### config.mk
export PLATFORM = sky130hd
export DESIGN_NAME = player_input_conditioner
export DESIGN_NICKNAME = d
export VERILOG_FILES = /design/src/rtl/player_input_conditioner.sv
export SDC_FILE = /design/constraint.sdc
export NUM_CORES = 1
export LEC_CHECK = 0
export ABC_AREA = 1
export BUFFER_PORTS_ARGS = -buffer_cell sky130_fd_sc_hd__buf_2
export CAP_MARGIN = 0
export CORE_UTILIZATION = 35
export CTS_BUF_LIST = sky130_fd_sc_hd__clkbuf_8 sky130_fd_sc_hd__clkbuf_16
export DETAILED_ROUTE_END_ITERATION = 10
export PLACE_DENSITY = 0.6
export REMOVE_ABC_BUFFERS = 1
export SYNTH_ARGS = -nofsm -noshare
export SYNTH_HDL_FRONTEND = slang
export SYNTH_SLANG_ARGS = --single-unit
### constraint.sdc
create_clock -name clk -period 1.25 [get_ports clk]
set_input_delay 0.25 -clock clk [delete_from_list [all_inputs] [get_ports clk]]
set_output_delay 0.25 -clock clk [all_outputs]
set_load 0.01 [all_outputs]
### src/rtl/player_input_conditioner.sv
// player_input_conditioner
// Multi-channel button/switch conditioner: a per-channel flip-flop synchroniser,
// a stability-counter debouncer, and registered press/release strobes.
// Optional feature macro: PLAYER_INPUT_AUTOREPEAT_EN adds auto-repeat press
// pulses while a button is held (REPEAT_DELAY, then every REPEAT_PERIOD cycles).
module player_input_conditioner #(
  parameter int CHANNELS        = 4,
  parameter int SYNC_STAGES     = 2,
  parameter int DEBOUNCE_CYCLES = 16,
  parameter int REPEAT_DELAY    = 8,
  parameter int REPEAT_PERIOD   = 4
) (
  input  logic                clk,
  input  logic                reset,
  input  logic [CHANNELS-1:0] raw_in,
  output logic [CHANNELS-1:0] level_out,
  output logic [CHANNELS-1:0] press_pulse,
  output logic [CHANNELS-1:0] release_pulse
);

  localparam int CNT_W = (DEBOUNCE_CYCLES > 1) ? $clog2(DEBOUNCE_CYCLES) : 1;
  localparam logic [CNT_W-1:0] CNT_MAX = CNT_W'(DEBOUNCE_CYCLES - 1);

  // Reject parameter sets the logic below cannot honour.
  if (CHANNELS < 1 || SYNC_STAGES < 2 || DEBOUNCE_CYCLES < 1 ||
      REPEAT_DELAY < 1 || REPEAT_PERIOD < 1) begin : g_bad_params
    $error("player_input_conditioner: illegal parameter value");
  end

  logic [CHANNELS-1:0] sync_chain [SYNC_STAGES];
  logic [CHANNELS-1:0] sync_lvl;
  logic [CNT_W-1:0]    db_cnt     [CHANNELS];

  assign sync_lvl = sync_chain[SYNC_STAGES-1];

`ifdef PLAYER_INPUT_AUTOREPEAT_EN
  localparam int REP_MAX_V = (REPEAT_DELAY > REPEAT_PERIOD) ? REPEAT_DELAY : REPEAT_PERIOD;
  localparam int REP_W     = (REP_MAX_V > 1) ? $clog2(REP_MAX_V) : 1;
  localparam logic [REP_W-1:0] DELAY_MAX  = REP_W'(REPEAT_DELAY - 1);
  localparam logic [REP_W-1:0] PERIOD_MAX = REP_W'(REPEAT_PERIOD - 1);

  logic [REP_W-1:0]    rep_cnt [CHANNELS];
  // rep_armed: the first (long) delay has elapsed, subsequent repeats use the period
  logic [CHANNELS-1:0] rep_armed;
`endif

  // Synchroniser chain: stage 0 samples the pins, each later stage the one before.
  always_ff @(posedge clk) begin
    if (reset) begin
      for (int s = 0; s < SYNC_STAGES; s++) sync_chain[s] <= '0;
    end else begin
      sync_chain[0] <= raw_in;
      for (int s = 1; s < SYNC_STAGES; s++) sync_chain[s] <= sync_chain[s-1];
    end
  end

  // Per-channel debounce, level/pulse registers and (optionally) auto-repeat.
  always_ff @(posedge clk) begin
    if (reset) begin
      level_out     <= '0;
      press_pulse   <= '0;
      release_pulse <= '0;
      for (int c = 0; c < CHANNELS; c++) db_cnt[c] <= '0;
`ifdef PLAYER_INPUT_AUTOREPEAT_EN
      rep_armed <= '0;
      for (int c = 0; c < CHANNELS; c++) rep_cnt[c] <= '0;
`endif
    end else begin
      for (int c = 0; c < CHANNELS; c++) begin
        press_pulse[c]   <= 1'b0;
        release_pulse[c] <= 1'b0;

        // Any sample agreeing with the current level restarts the stability count.
        if (sync_lvl[c] == level_out[c]) begin
          db_cnt[c] <= '0;
        end else if (db_cnt[c] == CNT_MAX) begin
          level_out[c]     <= sync_lvl[c];
          db_cnt[c]        <= '0;
          press_pulse[c]   <= sync_lvl[c];
          release_pulse[c] <= ~sync_lvl[c];
        end else begin
          db_cnt[c] <= db_cnt[c] + CNT_W'(1);
        end

`ifdef PLAYER_INPUT_AUTOREPEAT_EN
        // A level flip (press or release) restarts the repeat timing; while held,
        // count to the initial delay, then to the period, pulsing each time.
        if ((sync_lvl[c] != level_out[c]) && (db_cnt[c] == CNT_MAX)) begin
          rep_cnt[c]   <= '0;
          rep_armed[c] <= 1'b0;
        end else if (level_out[c]) begin
          if (rep_armed[c] ? (rep_cnt[c] == PERIOD_MAX) : (rep_cnt[c] == DELAY_MAX)) begin
            press_pulse[c] <= 1'b1;
            rep_cnt[c]     <= '0;
            rep_armed[c]   <= 1'b1;
          end else begin
            rep_cnt[c] <= rep_cnt[c] + REP_W'(1);
          end
        end else begin
          rep_cnt[c]   <= '0;
          rep_armed[c] <= 1'b0;
        end
`endif
      end
    end
  end

endmodule
==> results.txt <==
----------------------------------------------------
[Outcome]
  Outcome ... finished, violations left
  Failing checks ... DRC

[Clock tree]
  Maximum count of clock buffers along a single path ... 2
  H-tree Lvls ... 2
  CTS sink cnt ... 36
  Clock Latency Late Sink ... 0.29 ns
  Number of buffers added by the clock tree synthesis step ... 5
  Reg clk slew, reported paths ... 0.07 ns
  Clock tree from TritonCTS ... built
  Cell at the root of the clock tree ... sky130_fd_sc_hd__clkbuf_8

[Placement]
  Half-perimeter wire length of the detailed placement result ... 1663 um
  Placed instance area ... 0.001698 mm^2
  Total instance count after detailed placement ... 244
  Quantity of I/O buffers inserted on ports ... 17
  Routability cong. ... 0.7246

[Die]
  Core Area ... 0.004000 mm^2
  Die width ... 66.45 um
  IO Count ... 18
  Placement row count ... 23
  Vertical die dimension ... 66.45 um
  Initial Utilization ... 36.35%
  Area of the die ... 0.004416 mm^2

[Cells and area]
  Final Cell Area ... 0.001869 mm^2
  Layout Nets ... 214
  Ratio of cells with drive above 1 in the final layout ... 22.44%
  Area overhead of the layout relative to synthesis ... 28.57%
  Core occupancy in the finished layout ... 46.73%
  Ant. Diodes ... 0
  Fillers ... 402
  Final instance count without filler cells ... 255

[STA]
  Total count of max-transition violations in the final report ... 0
  Final setup viols ... 0
  Period Utilization, post-route ... 92.51%
  Setup repair after global routing missed its margin ... false
  Count of final hold-check violations ... 0
  Achievable frequency ... 864.7 MHz
  Fin crit period ... 1.156 ns
  TNS Setup ... 0 ns
  Clock skew after layout ... 0.003701 ns

[Routing]
  ANT nets after route ... 0
  Detail-routed net length per standard cell ... 9.090 um
  Vias ... 1061
  DRC errors left ... 1
  Sum of routed wire length over all layers ... 2318 um
  Violation count after the first detailed-route iteration ... 30
  TritonRoute pass-1 iters ... 7
  Average via count per standard cell ... 4.161

[Yosys]
  Portion of synthesized cell area occupied by the leading cell type ... 33.05%
  Biggest area consumer among synthesized cells ... sky130_fd_sc_hd__edfxtp_1
  Most used standard cells in the synthesized netlist ... sky130_fd_sc_hd__nor2_1, sky130_fd_sc_hd__inv_1, sky130_fd_sc_hd__nand2_1, sky130_fd_sc_hd__dfxtp_1, sky130_fd_sc_hd__edfxtp_1
  Count of flip-flops with a built-in enable after synthesis ... 16
  Fraction of synthesized area in multiplexers ... 0%
  Simple logic cell fraction of the synthesized area ... 24.18%
  Most area-consuming cells after synthesis ... sky130_fd_sc_hd__edfxtp_1, sky130_fd_sc_hd__dfxtp_1, sky130_fd_sc_hd__nor2_1
  Combinational family with the most area after synthesis ... simple AND/OR/NAND/NOR gates
  Sequential element share of the synthesized area ... 60.59%
  Synthesis Warnings ... 0
  Share of flip-flops with an asynchronous set or reset ... 0%
  Library cell with the highest instance count after synthesis ... sky130_fd_sc_hd__nor2_1
  Syn Inst Count ... 157
  Post-Synth Adder-Cell Area ... 3.442%
  Share of the synthesized area in compound gates (AO/OA/AOI/OAI) ... 1.033%
  Share of the synthesized netlist area taken by xor and xnor gates ... 2.410%
  Primary flip-flop cell chosen by synthesis mapping ... sky130_fd_sc_hd__dfxtp_1
  Post-Syn Area per Cell ... 9.260 um^2
  Flop and latch count out of synthesis ... 36
  Synth Cell Area ... 0.001454 mm^2
  Synth unique cells ... 18

[Global route]
  Largest net degree at the start of global routing ... 13
  First-pass GRT wire length ... 3808 um
  Number of global-route vias before repair ... 922
  Overall track demand over capacity in global routing ... 12.45%
  Global route total overflow ... 0
  Initial antenna violation count ... 0

[Worst setup path]
  Crit path DAT ... 1.21 ns
  Worst setup path startpoint ... db_cnt[1][0]$_SDFFCE_PN0P_
  Top fanout value on the critical path ... 3
  Type of the worst setup path ... reg -> reg
  Count of buffering cells on the critical path with inverters included ... 0
  R2R Path Start ... db_cnt[1][0]$_SDFFCE_PN0P_
  Cell with the largest stage delay on the worst path ... sky130_fd_sc_hd__edfxtp_1
  Setup crit end kind ... flip-flop
  Cells along the critical path ... ha_1, xnor2_1, nor2_2
  Dominant delay contributor by cell family on the critical path ... flip-flops
  Worst path required time ... 1.30 ns
  Delay of the slowest critical-path stage ... 0.40 ns
  Critical path launch point type ... flip-flop

[Power]
  Leakage ... 0.8739 nW
  Total power draw ... 2.427 mW
  Worst-case vdd ir drop ... 0.7281 mV
  Power density over the cells ... 1298 mW/mm^2

[Run]
  Max cap viols ... 0

[Min path]
  Hold path startpoint ... raw_in[1]
  Hold WC Path Type ... in -> reg

----------------------------------------------------
[power by group]
group,internal [mW],total (mW),leakage (nW),switching [mW]
sequential,1.26,1.29,0.328,0.0257
combinational,0.0525,0.120,0.492,0.0670
clock,0.590,1.02,0.0541,0.428
[flip-flops by register name, indices dropped and copies added (netlist names)]
signal         flops
db_cnt            16
release_pulse      4
sync_chain         8
press_pulse        4
level_out          4
[logic make-up (layout without fill, tap and decap cells)]
logic type                 Yosys count  in the layout
AOI/OAI and AO/OA                    3              3
and+or+nand+nor                     79             79
xor gates and xnor gates             4              4
buffers and inverters               30             63
adders and majority gates            4              4
DFF                                 36             36
other                                1             16
[metal layers]
metal | routed length [um] | global-route usage [%] | up-vias
met1 | 1135 | 14.29 | 464
met2 | 1078 | 18.24 | 19
li1 | - | - | 576
met5 | 0 | 0 | -
met4 | 8 | 8.777 | 0
met3 | 96 | 5.651 | 2
[final cells by class]
| cell class | count | area [um^2] | share of cell area [%] |
|---|---|---|---|
| Sequential cell | 36 | 880.8 | 47.12 |
| Multi-Input combinational cell | 106 | 549.3 | 29.38 |
| Timing Repair Buffer | 27 | 160.2 | 8.568 |
| Inverter | 28 | 105.1 | 5.623 |
| Clock buffer | 5 | 68.82 | 3.681 |
| Tap cell | 50 | 62.56 | 3.347 |
| Clock inverter | 3 | 42.54 | 2.276 |
[stage by stage]
stage                     setup WS [ns]  hold slack [ns]
final                           0.09359           0.1574
after global routing           0.001189           0.1561
after CTS                       0.02105           0.1462
after detailed placement        0.02220           0.3957
after global placement          0.05008           0.3894
after floorplan                  0.1291           0.3191
[layout by cell type, fill, tap and decap left out, drive strengths merged, types with 2 or more instances in the layout]
cell type / n
dfxtp: 20
o21ai: 2
nand4: 9
clkbuf: 5
nor2: 31
conb: 16
xnor2: 4
ha: 4
nand2: 24
nand3: 15
buf: 27
edfxtp: 16
inv: 28
[path summary, 6_finish.rpt]
check,slack (ns),end,depth (start not counted)
setup / recovery,0.09,db_cnt[1][2]$_SDFFCE_PN0P_,3
hold / removal,0.16,sync_chain[0][1]$_SDFF_PP0_,3
setup reg to reg,0.09,db_cnt[1][2]$_SDFFCE_PN0P_,3
hold reg to reg,0.40,sync_chain[0][7]$_SDFF_PP0_,2
[worst min-delay path, cell delays in order]
cell,delay [ns]
sky130_fd_sc_hd__buf_2,0.07
sky130_fd_sc_hd__inv_1,0.03
sky130_fd_sc_hd__nor2_1,0.06
[what timing repair did]
action	4_1_cts	5_1_grt
hold buffers	0	0
endpoints found under the hold margin	0	0
setup endpoints to repair	0	16
resized for setup	0	9
setup buffers	0	3
No activity file was read; power rests on OpenSTA's default activity.
